`src/rtl/decision_tree.sv`:
```
// Pipelined-free binary decision tree classifier.
// A heap-ordered node table {feature index, threshold} is walked one level per
// clock; the leaf reached after DEPTH levels gives a 1-based class number.
//
// state | meaning
// IDLE  | waiting for start_i; node-table writes accepted here only
// EVAL  | walking the tree, one level per edge
// DONE  | result held on y_o/y_valid_o until y_ready_i
module decision_tree #(
    parameter int  W       = 8,
    parameter int  N_FEAT  = 3,
    parameter int  DEPTH   = 2,
    localparam int N_NODES = (1 << DEPTH) - 1,
    localparam int AW      = (N_NODES > 1) ? $clog2(N_NODES) : 1,
    localparam int FW      = (N_FEAT > 1) ? $clog2(N_FEAT) : 1
) (
    input  logic                clk,
    input  logic                reset,
    input  logic [N_FEAT*W-1:0] x_i,
    input  logic                start_i,
    output logic                busy_o,
    output logic [W-1:0]        y_o,
    output logic                y_valid_o,
    input  logic                y_ready_i,
    input  logic                cfg_we_i,
    input  logic [AW-1:0]       cfg_addr_i,
    input  logic [FW-1:0]       cfg_feat_i,
    input  logic [W-1:0]        cfg_thr_i,
    output logic                cfg_err_o
);

    // Node indices reach 2^(DEPTH+1)-2 once a leaf is selected.
    localparam int NW = DEPTH + 1;
    localparam int LW = 3;

    typedef enum logic [1:0] {IDLE, EVAL, DONE} state_e;

    state_e              state_q, state_d;
    logic [N_FEAT*W-1:0] x_q, x_d;
    logic [NW-1:0]       node_q, node_d;
    logic [LW-1:0]       level_q, level_d;
    logic [W-1:0]        y_q, y_d;
    logic                valid_q, valid_d;
    logic                err_q;

    logic [FW-1:0]       feat_q [N_NODES];
    logic [W-1:0]        thr_q  [N_NODES];

    logic [FW-1:0]       cur_feat;
    logic [W-1:0]        cur_thr;
    logic [W-1:0]        cur_x;
    logic                go_right;
    logic [NW-1:0]       child;
    logic                cfg_ok;

    // Tree level of heap node n, used for the reset-time table contents.
    function automatic int node_level(input int n);
        int l;
        l = 0;
        for (int i = 1; i < DEPTH; i++) begin
            if (n >= (1 << i) - 1) l = i;
        end
        return l;
    endfunction

    assign busy_o    = (state_q != IDLE);
    assign y_o       = y_q;
    assign y_valid_o = valid_q;
    assign cfg_err_o = err_q;

    assign cfg_ok = cfg_we_i && (state_q == IDLE) &&
                    (int'(cfg_addr_i) < N_NODES) && (int'(cfg_feat_i) < N_FEAT);

    // Look up the current node and the feature it tests; equality goes right.
    always_comb begin
        cur_feat = '0;
        cur_thr  = '0;
        for (int n = 0; n < N_NODES; n++) begin
            if (node_q == NW'(n)) begin
                cur_feat = feat_q[n];
                cur_thr  = thr_q[n];
            end
        end
        cur_x = '0;
        for (int f = 0; f < N_FEAT; f++) begin
            if (cur_feat == FW'(f)) cur_x = x_q[f*W +: W];
        end
        go_right = (cur_x >= cur_thr);
        child    = (node_q << 1) + NW'(1) + NW'(go_right);
    end

    // Next-state and datapath updates for the classifier FSM.
    always_comb begin
        state_d = state_q;
        x_d     = x_q;
        node_d  = node_q;
        level_d = level_q;
        y_d     = y_q;
        valid_d = valid_q;
        case (state_q)
            IDLE: begin
                if (start_i) begin
                    x_d     = x_i;
                    node_d  = '0;
                    level_d = '0;
                    state_d = EVAL;
                end
            end
            EVAL: begin
                node_d  = child;
                level_d = level_q + LW'(1);
                if (level_q == LW'(DEPTH - 1)) begin
                    y_d     = W'(child - NW'(N_NODES) + NW'(1));
                    valid_d = 1'b1;
                    state_d = DONE;
                end
            end
            DONE: begin
                if (y_ready_i) begin
                    valid_d = 1'b0;
                    state_d = IDLE;
                end
            end
            default: state_d = IDLE;
        endcase
    end

    // FSM and result registers; rejected writes raise a one-cycle error.
    always_ff @(posedge clk or negedge reset) begin
        if (!reset) begin
            state_q <= IDLE;
            x_q     <= '0;
            node_q  <= '0;
            level_q <= '0;
            y_q     <= '0;
            valid_q <= 1'b0;
            err_q   <= 1'b0;
        end else begin
            state_q <= state_d;
            x_q     <= x_d;
            node_q  <= node_d;
            level_q <= level_d;
            y_q     <= y_d;
            valid_q <= valid_d;
            err_q   <= cfg_we_i && !cfg_ok;
        end
    end

    // Node table: level-based defaults on reset, written only from IDLE.
    always_ff @(posedge clk or negedge reset) begin
        if (!reset) begin
            for (int n = 0; n < N_NODES; n++) begin
                feat_q[n] <= FW'(node_level(n) % N_FEAT);
                thr_q[n]  <= {1'b1, {(W-1){1'b0}}};
            end
        end else if (cfg_ok) begin
            for (int n = 0; n < N_NODES; n++) begin
                if (cfg_addr_i == AW'(n)) begin
                    feat_q[n] <= cfg_feat_i;
                    thr_q[n]  <= cfg_thr_i;
                end
            end
        end
    end

endmodule

```
`config.mk`:
```
export PLATFORM = sky130hd
export DESIGN_NAME = decision_tree
export DESIGN_NICKNAME = d
export VERILOG_FILES = /design/src/rtl/decision_tree.sv
export SDC_FILE = /design/constraint.sdc
export NUM_CORES = 1
export LEC_CHECK = 0
export ABC_AREA = 1
export CELL_PAD_IN_SITES_DETAIL_PLACEMENT = 1
export CELL_PAD_IN_SITES_GLOBAL_PLACEMENT = 2
export CORE_MARGIN = 5
export CORE_UTILIZATION = 32
export CTS_CLUSTER_SIZE = 24
export DETAILED_ROUTE_END_ITERATION = 8
export GPL_TIMING_DRIVEN = 0
export PLACE_DENSITY = 0.79
export SLEW_MARGIN = 40
export SYNTH_ARGS = -nofsm -noshare
export SYNTH_HDL_FRONTEND = slang
export SYNTH_SLANG_ARGS = --single-unit
```
`constraint.sdc`:
```
create_clock -name clk -period 4.1 [get_ports clk]
set_input_delay 0.82 -clock clk [delete_from_list [all_inputs] [get_ports clk]]
set_output_delay 0.82 -clock clk [all_outputs]
set_load 0.01 [all_outputs]
```
==> results.cfg <==
[pwr]
p_per_area_nw_per_um2 = 902.5
power.total_mw = 3.950
leakage_nw = 2.169
peakVddDrop_uv = 357.2

[timing]
period_share_pct = 91.18
period_minus_slack_ns = 3.738
tightest_slew_ns = 0.5794
rsz0062_at_grt = false
finalMaxSlewViolations = 0
setup_viol = 0
max_slew_margin_pct = 61.38
max_freq_ghz = 0.2675
hold_violations = 0
worst_slack_ns = 0.3618
finClkSkew_ns = 0.01285

[worst_setup_path]
crit_path_start_kind = flop
cp.arrival_ns = 3.98
cp-startpoint = node_q[0]$_DFFE_PN0P_
crit_slowest_cell = dfrtp_1
worst-path-max-fanout = 10
end_kind = flop
r2r-start = node_q[0]$_DFFE_PN0P_
crit_type = flop to flop
critical_path_required_ns = 4.34
cpPeakStageDelay_ns = 0.41
crit_path_frequent_cell = nand2_1
crit_buf_inv = 3
crit_family = simple AND/OR/NAND/NOR gates

[finish]
layout-drive-gt1-share_pct = 9.485
final_util_pct = 42.21
final_cell_count_no_fill = 621
num_antenna_cells = 0
area_growth_pct = 27.71
layout.nets = 536
n_fill_cell = 1284

[clocking]
postCtsHoldBufs = 0
cts.sink_count = 69
clk_pin_slew_ns = 0.08
cts_post_setup_buffers_inserted = 0
numCtsBuffers = 9
cts_resized = 0
clock-root-buffer = clkbuf_8
cts_max_level = 3
cts_tree = done
cts_buffer_depth = 2
clk_latency_ns = 0.35

[place]
dp_hpwl_mm = 6.633
place_ws_ns = 0.2998
gp_congestion = 0.7553
dp_cells = 605
port_buffers = 51

[drt]
ant_nets = 0
drt_iter0_drc = 121
drtPass1Iterations = 4
post_drt_wl_per_cell_um = 14.45
drc = 0
drt-vias-per-instance = 4.647
num_vias = 2886
totalWireLength_mm = 8.974

[logic_synthesis]
ys_seq_elements = 69
synth_nets = 473
yosysSeqAreaShare_pct = 50.57
synth_warnings = 0
netlist-cell-type-count = 30
synthCells = 417
synth_area_um2 = 3427
syn_area_per_cell_um2 = 8.218

[run]
drv_cap = 0

[grt]
grt_overflow_total = 0
grt_antenna_before_repair = 0
grt_max_degree = 52
grt_usage_pct = 14.70
grt_first_pass_wirelength_mm = 15.14
first_global_vias = 3052

[die]
io_pins = 52
die_area_um2 = 12880
coreArea_um2 = 10370
dieWidth_um = 113.5
die_height_um = 113.5
initial_utilization_pct = 33.05
rows = 37

[hold_path]
hp-class = input port to async pin

[run_status]
status = completed
routing by layer:
metal  share of wire, %  global-route usage, %
met1                 46                  19.02
met2                 50                  24.73
met3                3.6                  3.607
met4                1.1                  3.606
met5                  0                      0
layout make-up:
| cell class | instances | area [um2] | share of cell area, % |
|---|---|---|---|
| flip-flops and latches | 69 | 1733 | 39.59 |
| multi-input cells | 296 | 1476 | 33.73 |
| repair buffers | 52 | 539.3 | 12.32 |
| well taps | 136 | 170.2 | 3.888 |
| clock buffers | 10 | 137.6 | 3.145 |
| inverters | 35 | 131.4 | 3.002 |
| clock inverters | 6 | 95.09 | 2.173 |
| plain buffers | 17 | 93.84 | 2.144 |
logic make-up (layout without fill, tap and decap cells):
kind of cell    after synthesis  in the layout  synth area share [%]
compound gates               61             61                 10.15
xor+xnor                      2              2                0.5112
fa+ha+maj                    15             15                 5.476
buf+inv                      52            120                 6.572
flops                        69             69                 50.57
simple gates                218            218                 26.72
Yosys cell counts (all sizes together):
master | n | area share, %
xnor2 | 2 | 0.51
nand2 | 170 | 19
a211oi | 1 | 0.37
nor2 | 17 | 2.5
o31ai | 1 | 0.22
ha | 15 | 5.5
buf | 6 | 1.5
nand3 | 28 | 4.6
clkbuf | 11 | 1.2
dfrtp | 64 | 47
inv | 35 | 3.8
and3 | 1 | 0.18
o22ai | 5 | 0.91
o21a | 1 | 0.22
dfstp | 5 | 3.8
a31oi | 2 | 0.55
or2 | 2 | 0.37
a21oi | 4 | 0.58
o21ai | 47 | 7.3
metrics by stage:
| stage | hold WS, ns | cell area [um2] | TNS [ns] |
|---|---|---|---|
| after floorplan | 0.4290 | 3427 | 0 |
| after global placement | 0.4426 | 4108 | -17.88 |
| after detailed placement | 0.4605 | 4136 | 0 |
| after CTS | 0.2786 | 4369 | 0 |
| after global routing | 0.2944 | 4377 | 0 |
| final | 0.2976 | 4377 | 0 |
report_power, final:
group	internal [mW]	leakage, nW	switching, mW
combinational	0.815	1.20	1.27
sequential	1.03	0.849	0.194
clock	0.364	0.117	0.284
total	2.20	2.17	1.75
state kept, by name, summed over array words and instances (netlist names):
name       count
feat_q         6
thr_q         24
y_valid_o      1
x_q           24
node_q         3
cfg_err_o      1
y_o            5
state_q        2
level_q        3
placed cells by master (no fill, tap or decap), types with 10 or more instances in the layout:
cell type and count:
dfrtp_1 64, o21ai_0 45, nand3_1 26, clkbuf_1 11
nand2_1 168, ha_1 15, nor2_1 12, inv_1 32
clkbuf_8 10, clkdlybuf4s50_1 50
path summary, 6_finish.rpt:
path / endpoint / slack (ns) / cells after the start
max in group asynchronous: thr_q[15]$_DFFE_PN1P_ / 3.24 / 2
setup / recovery: y_o[3]$_DFFE_PN0P_ / 0.36 / 25
min in group clk: state_q[1]$_DFFE_PN0P_ / 0.47 / 1
hold / removal: x_q[5]$_DFFE_PN0P_ / 0.30 / 1
setup reg to reg: y_o[3]$_DFFE_PN0P_ / 0.36 / 25
hold reg to reg: state_q[1]$_DFFE_PN0P_ / 0.47 / 1
Power figures use the tool's default switching activity.
